[config.mk]
export PLATFORM = sky130hd
export DESIGN_NAME = drive_guard
export DESIGN_NICKNAME = d
export VERILOG_FILES = /design/src/rtl/drive_guard.sv
export SDC_FILE = /design/constraint.sdc
export NUM_CORES = 1
export LEC_CHECK = 0
export CORE_MARGIN = 2
export CORE_UTILIZATION = 56
export CTS_BUF_LIST = sky130_fd_sc_hd__clkbuf_4 sky130_fd_sc_hd__clkbuf_8 sky130_fd_sc_hd__clkbuf_16
export DETAILED_ROUTE_END_ITERATION = 12
export PLACE_DENSITY_LB_ADDON = 0.2
export SYNTH_ARGS = -nofsm -noshare
export SYNTH_HDL_FRONTEND = slang
export SYNTH_SLANG_ARGS = --single-unit
[constraint.sdc]
create_clock -name clk -period 2.79 [get_ports clk]
set_input_delay 0.279 -clock clk [delete_from_list [all_inputs] [get_ports clk]]
set_output_delay 0.279 -clock clk [all_outputs]
set_load 0.05 [all_outputs]
[src/rtl/drive_guard.sv]
// drive_guard: per-computer debounced overheat shut-off plus a registered trip FSM.
// Optional build macro DRIVE_GUARD_STICKY_EN: shut-offs latch until reset; all-shut aborts DRIVE.
module drive_guard #(
  parameter int N_CPU       = 4,
  parameter int FUEL_W      = 8,
  parameter int FUEL_LOW    = 16,
  parameter int HOT_CYCLES  = 3,
  parameter int COOL_CYCLES = 8
) (
  input  logic              clk,
  input  logic              reset,
  input  logic [N_CPU-1:0]  cpu_overheated,
  input  logic              start,
  input  logic              arrived,
  input  logic [FUEL_W-1:0] fuel_level,
  output logic [N_CPU-1:0]  shut_off_computer,
  output logic              keep_driving,
  output logic              low_fuel,
  output logic [1:0]        trip_state
);

  typedef enum logic [1:0] {
    IDLE    = 2'd0,
    DRIVE   = 2'd1,
    ARRIVED = 2'd2,
    EMPTY   = 2'd3
  } trip_e;

  localparam int              HW         = $clog2(HOT_CYCLES + 1);
  localparam logic [HW-1:0]   HOT_LAST   = HW'(HOT_CYCLES - 1);
  localparam logic [FUEL_W-1:0] FUEL_LOW_V = FUEL_W'(FUEL_LOW);

  logic [HW-1:0]    hot_cnt_q [N_CPU];
  logic [HW-1:0]    hot_cnt_d [N_CPU];
  logic [N_CPU-1:0] shut_q, shut_d;
  trip_e            state_q, state_d;
  logic             keep_q, low_q;

`ifndef DRIVE_GUARD_STICKY_EN
  localparam int            CW        = $clog2(COOL_CYCLES + 1);
  localparam logic [CW-1:0] COOL_LAST = CW'(COOL_CYCLES - 1);

  logic [CW-1:0] cool_cnt_q [N_CPU];
  logic [CW-1:0] cool_cnt_d [N_CPU];
`endif

  // Counters clear on the qualifying edge, so they never exceed their last value.
  always_comb begin
    shut_d    = shut_q;
    hot_cnt_d = hot_cnt_q;
`ifndef DRIVE_GUARD_STICKY_EN
    cool_cnt_d = cool_cnt_q;
`endif
    for (int i = 0; i < N_CPU; i++) begin
      if (!shut_q[i]) begin
        if (cpu_overheated[i]) begin
          if (hot_cnt_q[i] == HOT_LAST) begin
            shut_d[i]    = 1'b1;
            hot_cnt_d[i] = '0;
          end else begin
            hot_cnt_d[i] = hot_cnt_q[i] + 1'b1;
          end
        end else begin
          hot_cnt_d[i] = '0;
        end
      end
`ifndef DRIVE_GUARD_STICKY_EN
      else if (!cpu_overheated[i]) begin
        if (cool_cnt_q[i] == COOL_LAST) begin
          shut_d[i]     = 1'b0;
          cool_cnt_d[i] = '0;
        end else begin
          cool_cnt_d[i] = cool_cnt_q[i] + 1'b1;
        end
      end else begin
        cool_cnt_d[i] = '0;
      end
`endif
    end
  end

  always_comb begin
    state_d = state_q;
    case (state_q)
      IDLE: begin
        if (start && (fuel_level != '0) && !arrived) state_d = DRIVE;
      end
      DRIVE: begin
        if (arrived)                 state_d = ARRIVED;
        else if (fuel_level == '0)   state_d = EMPTY;
`ifdef DRIVE_GUARD_STICKY_EN
        else if (&shut_q)            state_d = IDLE;
`endif
      end
      ARRIVED: begin
        if (!arrived && start) state_d = (fuel_level != '0) ? DRIVE : EMPTY;
      end
      EMPTY: begin
        if (fuel_level >= FUEL_LOW_V) state_d = IDLE;
      end
      default: state_d = IDLE;
    endcase
  end

  always_ff @(posedge clk) begin
    if (reset) begin
      shut_q  <= '0;
      state_q <= IDLE;
      keep_q  <= 1'b0;
      low_q   <= 1'b0;
      for (int i = 0; i < N_CPU; i++) begin
        hot_cnt_q[i] <= '0;
`ifndef DRIVE_GUARD_STICKY_EN
        cool_cnt_q[i] <= '0;
`endif
      end
    end else begin
      shut_q  <= shut_d;
      state_q <= state_d;
      keep_q  <= (state_d == DRIVE);
      low_q   <= (fuel_level < FUEL_LOW_V);
      for (int i = 0; i < N_CPU; i++) begin
        hot_cnt_q[i] <= hot_cnt_d[i];
`ifndef DRIVE_GUARD_STICKY_EN
        cool_cnt_q[i] <= cool_cnt_d[i];
`endif
      end
    end
  end

  assign shut_off_computer = shut_q;
  assign keep_driving      = keep_q;
  assign low_fuel          = low_q;
  assign trip_state        = state_q;

endmodule

==> results.sh, run 1 <==
export IMPL_fin_skew_ns=0.00927
export IMPL_drtIter0Drc=28
export IMPL_yosys_warnings=0
export IMPL_seqCellArea_um2=641
export IMPL_path_max_fanout=13
export IMPL_outcome="complete, no violations"
export IMPL_path_clk_slew_ns=0.11
export IMPL_cts_tree="done"
export IMPL_ctsResizeCount=0
export IMPL_worst_ir_drop_vdd_mv=0.402
export IMPL_gr_usage_met1_pct=23.8
export IMPL_die_w_um=55.0
export IMPL_synthCells=172
export IMPL_grt_busiest_layer="met2"
export IMPL_slowest_delay_ns=0.88
export IMPL_final_cells=226
export IMPL_worst_hold_slack_ns=0.465
export IMPL_worstPathRequired_ns=2.51
export IMPL_antenna_found_initial=0
export IMPL_wl_per_cell_um=13.4
export IMPL_layout_nets=215
export IMPL_cts_setup_buffers=0
export IMPL_grt_pass1_vias=1284
export IMPL_fin_crit_ns=2.02
export IMPL_h_tree_depth=2
export IMPL_synthArstFlopShare_pct=0
export IMPL_cp_slowest_cell="clkdlybuf4s50_1"
export IMPL_worst_r2r_setup_slack_ns=1.37
export IMPL_syn_area_per_cell_um2=8.47
export IMPL_drt_total_wl_mm=3.03
export IMPL_crit_buf_inv=1
export IMPL_firstDrtPassIters=4
export IMPL_io_buffers=23
export IMPL_ys_flop_type="dfxtp_1"
export IMPL_overflow=0
export IMPL_fin_ws_ns=0.772
export IMPL_synth_edff_count=0
export IMPL_syn_cell_area_mm2=0.00146
export IMPL_clk_latency_ns=0.32
export IMPL_coreArea_mm2=0.00248
export IMPL_end_kind="primary output"
export IMPL_initial_core_util_pct=58.8
export IMPL_ys_ff_latch=32
export IMPL_clockRootBuffer="clkbuf_4"
export IMPL_synth_net_count=192
export IMPL_rows=18
export IMPL_yosysSeqAreaShare_pct=44.0
export IMPL_vias=1334
export IMPL_p_per_area_mw_per_mm2=469
export IMPL_worst_pin_slew_ns=0.551
export IMPL_grt_use_total_pct=23.0
export IMPL_post_route_period_util_pct=72.3
export IMPL_io_pins=24
export IMPL_multi_input_area_um2=778
export IMPL_nFillCells=213
export IMPL_drive_above_1_share_pct=5.61
export IMPL_antenna_diode_count=0
export IMPL_ant_nets=0
export IMPL_timing_fmax_ghz=0.496
export IMPL_slew_headroom_pct=62.9
export IMPL_start_kind="flop"
export IMPL_preCtsSetupSlack_ns=0.839
export IMPL_viasPerCell=5.90
export IMPL_max_cap_violations=0
export IMPL_cts_num_sinks=32
export IMPL_die_height_um=55.0
export IMPL_grt_setup_unrepaired="no"
export IMPL_worstPathArrival_ns=1.74
export IMPL_post_route_util_pct=71.2
export IMPL_hpwl_mm=2.17
export IMPL_hold_path_class="reg -> reg"
export IMPL_slew_viol_final=0
export IMPL_critical_path_top_delay_family="buffers and inverters"
export IMPL_synth_distinct_cells=27
export IMPL_area_growth_pct=21.0
export IMPL_use_met2_pct=43.5
export IMPL_cts_hold_buf=0
export IMPL_drc=0
export IMPL_clock_path_buffers=2
export IMPL_grt_pass1_wl_mm=5.04
export IMPL_path_class="reg -> out"
export IMPL_finalHoldViolations=0
export IMPL_setup_violations_final=0
export IMPL_path_cells="clkdlybuf4s50_1"
export IMPL_cts_buffers=5
export IMPL_grt_max_degree=32
export IMPL_dp_cells=218
export IMPL_place_congestion=0.857
export IMPL_die_area_mm2=0.00302
export IMPL_gr_usage_met3_pct=6.18
export IMPL_setup_tns_ns=0
export IMPL_leakage_nw=0.597
==> sequential cells by signal, indices dropped and copies added (netlist names) <==
| register | cells |
|---|---|
| keep_driving | 1 |
| trip_state | 2 |
| low_fuel | 1 |
| hot_cnt_q | 8 |
| cool_cnt_q | 16 |
| shut_off_computer | 4 |
==> power breakdown <==
group | internal (mW) | switching, mW | leakage [nW] | total [mW]
sequential | 0.465 | 0.00992 | 0.259 | 0.475
combinational | 0.0388 | 0.0394 | 0.300 | 0.0782
clock | 0.120 | 0.153 | 0.0380 | 0.273
==> path summary, 6_finish.rpt <==
path / from / to / cells after the start
max: shut_off_computer[2] / shut_off_computer[2] / 1
min: cool_cnt_q[3] / cool_cnt_q[3] / 2
max reg2reg: cool_cnt_q[12] / cool_cnt_q[15] / 5
min reg2reg: cool_cnt_q[3] / cool_cnt_q[3] / 2
==> cell usage in the layout, fill, tap and decap left out <==
cell type,count
a21oi_1,27
nor4_1,1
clkbuf_4,5
clkbuf_8,1
o21ai_0,14
nor4_4,1
a31oi_1,2
o21bai_1,1
and3_1,3
inv_1,2
nand3_1,7
nor3_1,1
ha_1,4
nor4bb_1,1
nand4b_1,1
clkdlybuf4s50_1,23
buf_4,1
clkinv_2,2
nor2b_1,3
nor3b_1,2
a32oi_1,2
nor4b_1,6
dfxtp_1,32
nand4_1,1
nand2b_1,10
nand3b_1,13
nor2_1,20
or4_1,2
a2111oi_0,1
nor2_2,1
nand2_1,6
==> per-stage QoR <==
step	cell area, µm²	power, mW
after global placement	1700	0.558
final	1760	0.827
after CTS	1760	0.833
after global routing	1760	0.859
after floorplan	1460	0.523
after detailed placement	1700	0.563
==> layer usage <==
| metal | routed length, µm | vias to the layer above |
|---|---|---|
| met5 | 0 | - |
| met4 | 24 | 0 |
| met3 | 93 | 4 |
| met2 | 1590 | 25 |
| met1 | 1320 | 637 |
| li1 | - | 668 |
==> cell families after synthesis <==
| group | after synthesis | share of synthesized area (%) |
|---|---|---|
| DFF | 32 | 44.0 |
| and+or+nand+nor | 79 | 32.7 |
| AOI/OAI and AO/OA | 47 | 17.3 |
| buffers and inverters | 10 | 2.58 |
| adders and majority gates | 4 | 3.44 |
==> tightest hold or removal path: stages (launching register included) <==
cell and delay, ns:
dfxtp_1 0.33, nand2_1 0.05, a21oi_1 0.05
==> synth_stat cells, types with 2 or more instances <==
library cell  instances  area share [%]
or4_1                 2             1.0
nand3_1               7             2.4
nor2b_1               3             1.3
a32oi_1               2             1.2
o21ai_0              14             4.8
inv_1                 2            0.52
nand2b_1             10             4.3
nor4b_1               6             3.6
nand3b_1             13             6.7
clkbuf_1              8             2.1
a31oi_1               2            0.86
dfxtp_1              32              44
a21oi_1              27             9.3
and3_1                3             1.3
ha_1                  4             3.4
nand2_1               6             1.5
nor3b_1               2             1.0
nor2_1               20             5.2
==> cell type report <==
type | count | share of cell area [%]
clock buffers | 6 | 2.91
clock inverters | 2 | 0.568
inverters | 2 | 0.426
multi-input cells | 130 | 44.1
flip-flops and latches | 32 | 36.3
well taps | 30 | 2.13
repair buffers | 24 | 13.5
Note: power is estimated with default switching activity, not from simulation.
==> inputs of run 2 (changes only) <==
--- a/config.mk
+++ b/config.mk
@@ -6,7 +6,7 @@
 export NUM_CORES = 1
 export LEC_CHECK = 0
 export CORE_MARGIN = 2
-export CORE_UTILIZATION = 56
+export CORE_UTILIZATION = 47
 export CTS_BUF_LIST = sky130_fd_sc_hd__clkbuf_4 sky130_fd_sc_hd__clkbuf_8 sky130_fd_sc_hd__clkbuf_16
 export DETAILED_ROUTE_END_ITERATION = 12
 export PLACE_DENSITY_LB_ADDON = 0.2
==> constraint.sdc (replaced) <==
create_clock -name clk -period 1.8 [get_ports clk]
set_input_delay 0.18 -clock clk [delete_from_list [all_inputs] [get_ports clk]]
set_output_delay 0.18 -clock clk [all_outputs]
set_load 0.05 [all_outputs]
==> run 2 against run 1 <==
Effect of this change: first-iteration DRC count rose to 2.7 times the previous value; via count down 2.1%; flip-flop and latch count unchanged; power is 58% higher; hold slack got worse by 0.0037 ns; combinational power rose by 56%; final cell count increased by 2.7%; non-clock buffer count grew 3; register-to-register slack worse by 1.0 ns; critical endpoint is now keep_driving; largest power group unchanged.
==> results.sh, run 2 (same netlist as run 1, synthesis figures left out) <==
export IMPL_max_cap_violations=0
export IMPL_wl_per_cell_um=12.6
export IMPL_antenna_found_initial=0
export IMPL_p_sw_share_pct=23.0
export IMPL_cts_num_sinks=32
export IMPL_worstPathRequired_ns=1.62
export IMPL_viasPerCell=5.63
export IMPL_die_w_um=59.7
export IMPL_multi_input_area_um2=778
export IMPL_outcome="complete, no violations"
export IMPL_internal_power_mw=1.01
export IMPL_final_cell_mix="dfxtp_1, a21oi_1, nor2_1"
export IMPL_cts_setup_buffers=0
export IMPL_slowest_delay_ns=0.80
export IMPL_finalHoldViolations=0
export IMPL_firstDrtPassIters=4
export IMPL_clockRootBuffer="clkbuf_4"
export IMPL_rows=20
export IMPL_seqCellArea_um2=641
export IMPL_grt_max_degree=17
export IMPL_h_tree_depth=2
export IMPL_largest_register_ff_count=16
export IMPL_critical_path_top_delay_family="buffers and inverters"
export IMPL_cp_slowest_cell="clkdlybuf4s50_1"
export IMPL_path_class="reg -> out"
export IMPL_drtIter0Drc=75
export IMPL_path_max_fanout=1
export IMPL_cp_depth=1
export IMPL_antenna_diode_count=0
export IMPL_layout_nets=218
export IMPL_area_growth_pct=22.9
export IMPL_p_seq_share_pct=56.3
export IMPL_timing_fmax_ghz=0.617
export IMPL_p_clk_share_pct=34.3
export IMPL_grt_setup_unrepaired="no"
export IMPL_preCtsSetupSlack_ns=0.0445
export IMPL_path_cells="clkdlybuf4s50_1"
export IMPL_vias=1306
export IMPL_switchingPower_uw=301
export IMPL_overflow=0
export IMPL_fin_skew_ns=0.00305
export IMPL_fin_crit_ns=1.62
export IMPL_dp_cells=224
export IMPL_fin_ws_ns=0.179
export IMPL_path_clk_slew_ns=0.09
export IMPL_layout_commonest_cell="dfxtp_1"
export IMPL_worstHoldPathCells=2
export IMPL_clock_path_buffers=2
export IMPL_hold_path_class="in -> reg"
export IMPL_p_per_area_mw_per_mm2=730
export IMPL_io_buffers=23
export IMPL_hpwl_mm=2.07
export IMPL_ctsResizeCount=0
export IMPL_ant_nets=0
export IMPL_cts_tree="done"
export IMPL_grt_use_total_pct=18.4
export IMPL_io_pins=24
export IMPL_leakage_nw=0.658
export IMPL_die_height_um=59.7
export IMPL_drive_above_1_share_pct=9.05
export IMPL_top_register="cool_cnt_q"
export IMPL_post_route_period_util_pct=90.1
export IMPL_crit_buf_inv=1
export IMPL_end_kind="primary output"
export IMPL_place_congestion=0.762
export IMPL_post_route_util_pct=59.6
export IMPL_start_kind="flop"
export IMPL_power_frac_comb_pct=9.3
export IMPL_clk_latency_ns=0.32
export IMPL_power_total_mw=1.31
export IMPL_slew_headroom_pct=66.6
export IMPL_grt_pass1_wl_mm=4.94
export IMPL_setup_tns_ns=0
export IMPL_setup_violations_final=0
export IMPL_slew_viol_final=0
export IMPL_cts_hold_buf=0
export IMPL_die_area_mm2=0.00356
export IMPL_coreArea_mm2=0.00300
export IMPL_grt_pass1_vias=1180
export IMPL_nFillCells=290
export IMPL_worst_pin_slew_ns=0.500
export IMPL_initial_core_util_pct=48.5
export IMPL_cts_buffers=5
export IMPL_reg2reg_depth=5
export IMPL_worst_ir_drop_vdd_mv=0.553
export IMPL_drt_total_wl_mm=2.93
export IMPL_final_cells=232
export IMPL_worstPathArrival_ns=1.44
export IMPL_drc=0
-- run 2: cell types whose count changed in the layout (fill, tap and decap cells not counted) --
cell / change
buf_4: +7
dlymetal6s2s_1: +2
clkdlybuf4s50_1: -6
clkbuf_4: +2
clkinv_2: -2
-- run 2: layout make-up --
cell class | instances | area share (%)
Multi-Input combinational cell | 130 | 43.5
Inverter | 2 | 0.420
Tap cell | 33 | 2.31
Sequential cell | 32 | 35.8
Timing Repair Buffer | 27 | 14.3
Clock buffer | 8 | 3.71
-- run 2: routing by layer --
metal | vias to the layer above | GRT usage (%) | wire (µm)
li1 | 677 | - | -
met1 | 605 | 22.6 | 1380
met2 | 19 | 28.6 | 1390
met3 | 5 | 8.44 | 118
met4 | 0 | 5.71 | 39
met5 | - | 0 | 0
-- run 2: worst paths after layout --
check	endpoint	startpoint	slack, ns
worst max-delay path	keep_driving	keep_driving	0.18
worst min-delay path	keep_driving	arrived	0.46
worst max register to register	cool_cnt_q[15]	cool_cnt_q[12]	0.37
worst min register to register	cool_cnt_q[3]	cool_cnt_q[3]	0.47
-- run 2: through the flow --
step / hold slack, ns / cell area, µm²
after floorplan: 0.263 / 1460
after global placement: 0.447 / 1720
after detailed placement: 0.461 / 1720
after CTS: 0.454 / 1780
after global routing: 0.463 / 1790
final: 0.461 / 1790
-- run 2: power by group through the flow --
stage | Sequential (mW) | Clock, mW | Combinational (mW)
2_1_floorplan | 0.761 | 0 | 0.0497
3_3_place_gp | 0.750 | 0 | 0.118
3_5_place_dp | 0.753 | 0 | 0.122
4_1_cts | 0.736 | 0.464 | 0.123
5_1_grt | 0.740 | 0.499 | 0.133
6_report | 0.736 | 0.448 | 0.122
==> inputs of run 3 (changes only) <==
--- a/config.mk
+++ b/config.mk
@@ -9,7 +9,7 @@
 export CORE_UTILIZATION = 47
 export CTS_BUF_LIST = sky130_fd_sc_hd__clkbuf_4 sky130_fd_sc_hd__clkbuf_8 sky130_fd_sc_hd__clkbuf_16
 export DETAILED_ROUTE_END_ITERATION = 12
-export PLACE_DENSITY_LB_ADDON = 0.2
+export PLACE_DENSITY = 0.85
 export SYNTH_ARGS = -nofsm -noshare
 export SYNTH_HDL_FRONTEND = slang
 export SYNTH_SLANG_ARGS = --single-unit
==> run 3 against run 2 <==
Effect of this change: final cell count is 1.3% lower; non-clock buffer count is 2 lower; combinational power hardly changed; die area stayed put; cell area is 0.91% lower; largest power group unchanged; flip-flop and latch count stayed put; critical path type unchanged; highest routed layer unchanged; sequential share of layout area is 0.33 points higher; fmax is 0.31% lower.
==> results.sh, run 3 (same netlist as run 1, synthesis figures left out) <==
export IMPL_top_register="cool_cnt_q"
export IMPL_path_class="reg -> out"
export IMPL_r2r_start="cool_cnt_q[12]"
export IMPL_p_per_area_mw_per_mm2=735
export IMPL_max_cap_violations=0
export IMPL_overflow=0
export IMPL_path_clk_slew_ns=0.09
export IMPL_die_area_mm2=0.00356
export IMPL_cts_num_sinks=32
export IMPL_place_congestion=0.692
export IMPL_wl_per_cell_um=13.4
export IMPL_h_tree_depth=2
export IMPL_largest_register_ff_count=16
export IMPL_timing_fmax_ghz=0.615
export IMPL_finalHoldViolations=0
export IMPL_crit_buf_inv=1
export IMPL_area_growth_pct=21.7
export IMPL_path_cells="clkdlybuf4s50_1"
export IMPL_cts_buffers=5
export IMPL_wl_met1_mm=1.28
export IMPL_critical_path_top_delay_family="buffers and inverters"
export IMPL_min_from="arrived"
export IMPL_grt_pass1_vias=1245
export IMPL_cts_hold_buf=0
export IMPL_routed_wl_met2_mm=1.64
export IMPL_clk_latency_ns=0.33
export IMPL_worst_ir_drop_vdd_mv=0.397
export IMPL_drive_above_1_share_pct=7.65
export IMPL_drt_total_wl_mm=3.06
export IMPL_rows=20
export IMPL_slew_viol_final=0
export IMPL_worstPathArrival_ns=1.45
export IMPL_fin_skew_ns=0.00344
export IMPL_worstHoldPathCells=2
export IMPL_fin_ws_ns=0.174
export IMPL_r2r_end="cool_cnt_q[15]"
export IMPL_path_max_fanout=1
export IMPL_drc=0
export IMPL_fin_crit_ns=1.63
export IMPL_antenna_diode_count=0
export IMPL_worst_r2r_setup_slack_ns=0.36
export IMPL_post_route_period_util_pct=90.3
export IMPL_grt_use_total_pct=19.0
export IMPL_io_pins=24
export IMPL_die_w_um=59.7
export IMPL_grt_max_degree=32
export IMPL_grt_pass1_wl_mm=5.06
export IMPL_worst_pin_slew_ns=0.509
export IMPL_vias=1322
export IMPL_clockRootBuffer="clkbuf_4"
export IMPL_slew_headroom_pct=66.0
export IMPL_worstPathRequired_ns=1.62
export IMPL_grt_setup_unrepaired="no"
export IMPL_ant_nets=0
export IMPL_layout_nets=216
export IMPL_io_buffers=23
export IMPL_outcome="complete, no violations"
export IMPL_firstDrtPassIters=4
export IMPL_hold_end="keep_driving"
export IMPL_viasPerCell=5.77
export IMPL_reg2reg_depth=5
export IMPL_met3_length_um=89
export IMPL_leakage_nw=0.646
export IMPL_die_height_um=59.7
export IMPL_initial_core_util_pct=48.5
export IMPL_topRoutingLayerUsed="met4"
export IMPL_cp_slowest_cell="clkdlybuf4s50_1"
export IMPL_startpoint="low_fuel"
export IMPL_cts_tree="done"
export IMPL_hpwl_mm=2.19
export IMPL_end_kind="primary output"
export IMPL_start_kind="flop"
export IMPL_clock_path_buffers=2
export IMPL_layout_commonest_cell="dfxtp_1"
export IMPL_preCtsSetupSlack_ns=-0.0651
export IMPL_power_total_mw=1.30
export IMPL_coreArea_mm2=0.00300
export IMPL_worst_hold_slack_ns=0.475
export IMPL_drtIter0Drc=61
export IMPL_final_cell_mix="dfxtp_1, a21oi_1, nor2_1"
export IMPL_slowest_delay_ns=0.79
export IMPL_cp_depth=1
export IMPL_setup_violations_final=0
export IMPL_hold_path_class="in -> reg"
export IMPL_antenna_found_initial=0
-- run 3: how the worst max path moves through the flow --
stage / endpoint / slack [ns]
finish: low_fuel / 0.17
global route: low_fuel / 0.12
CTS: trip_state[1] / 0.02
global placement: trip_state[1] / 0.03
floorplan: cool_cnt_q[15] / 0.34
detailed placement: trip_state[1] / -0.07
-- run 3: stage by stage --
| stage | area, µm² | cells | TNS, ns | utilization [%] |
|---|---|---|---|---|
| final | 1770 | 229 | 0 | 59.0 |
| after global routing | 1770 | 229 | 0 | 59.0 |
| after floorplan | 1460 | 172 | 0 | - |
| after detailed placement | 1700 | 222 | -0.0651 | 56.7 |
| after global placement | 1700 | 222 | 0 | 56.7 |
| after CTS | 1770 | 229 | 0 | 58.9 |
-- run 3: cell type report --
| class | instances | area [µm²] |
|---|---|---|
| multi-input cells | 130 | 778 |
| inverters | 2 | 7.51 |
| flip-flops and latches | 32 | 641 |
| fillers | 272 | 1230 |
| well taps | 33 | 41.3 |
| repair buffers | 25 | 240 |
| clock buffers | 7 | 65.1 |
-- run 3: metal layers --
layer / track usage (%) / vias up
met5: 0 / -
met4: 7.94 / 0
met3: 6.49 / 6
met2: 34.3 / 17
met1: 19.8 / 630
li1: - / 669
-- run 3: timing repair --
item | CTS | global route
buffers inserted | 0 | 0
hold endpoints to repair | 0 | 0
gates resized for setup | 0 | 2
setup endpoints to repair | 0 | 2
-- run 3: power by group --
part	internal (mW)	switching (mW)
logic	0.0601	0.0594
clock network	0.221	0.227
registers	0.721	0.0153
total	1.00	0.302
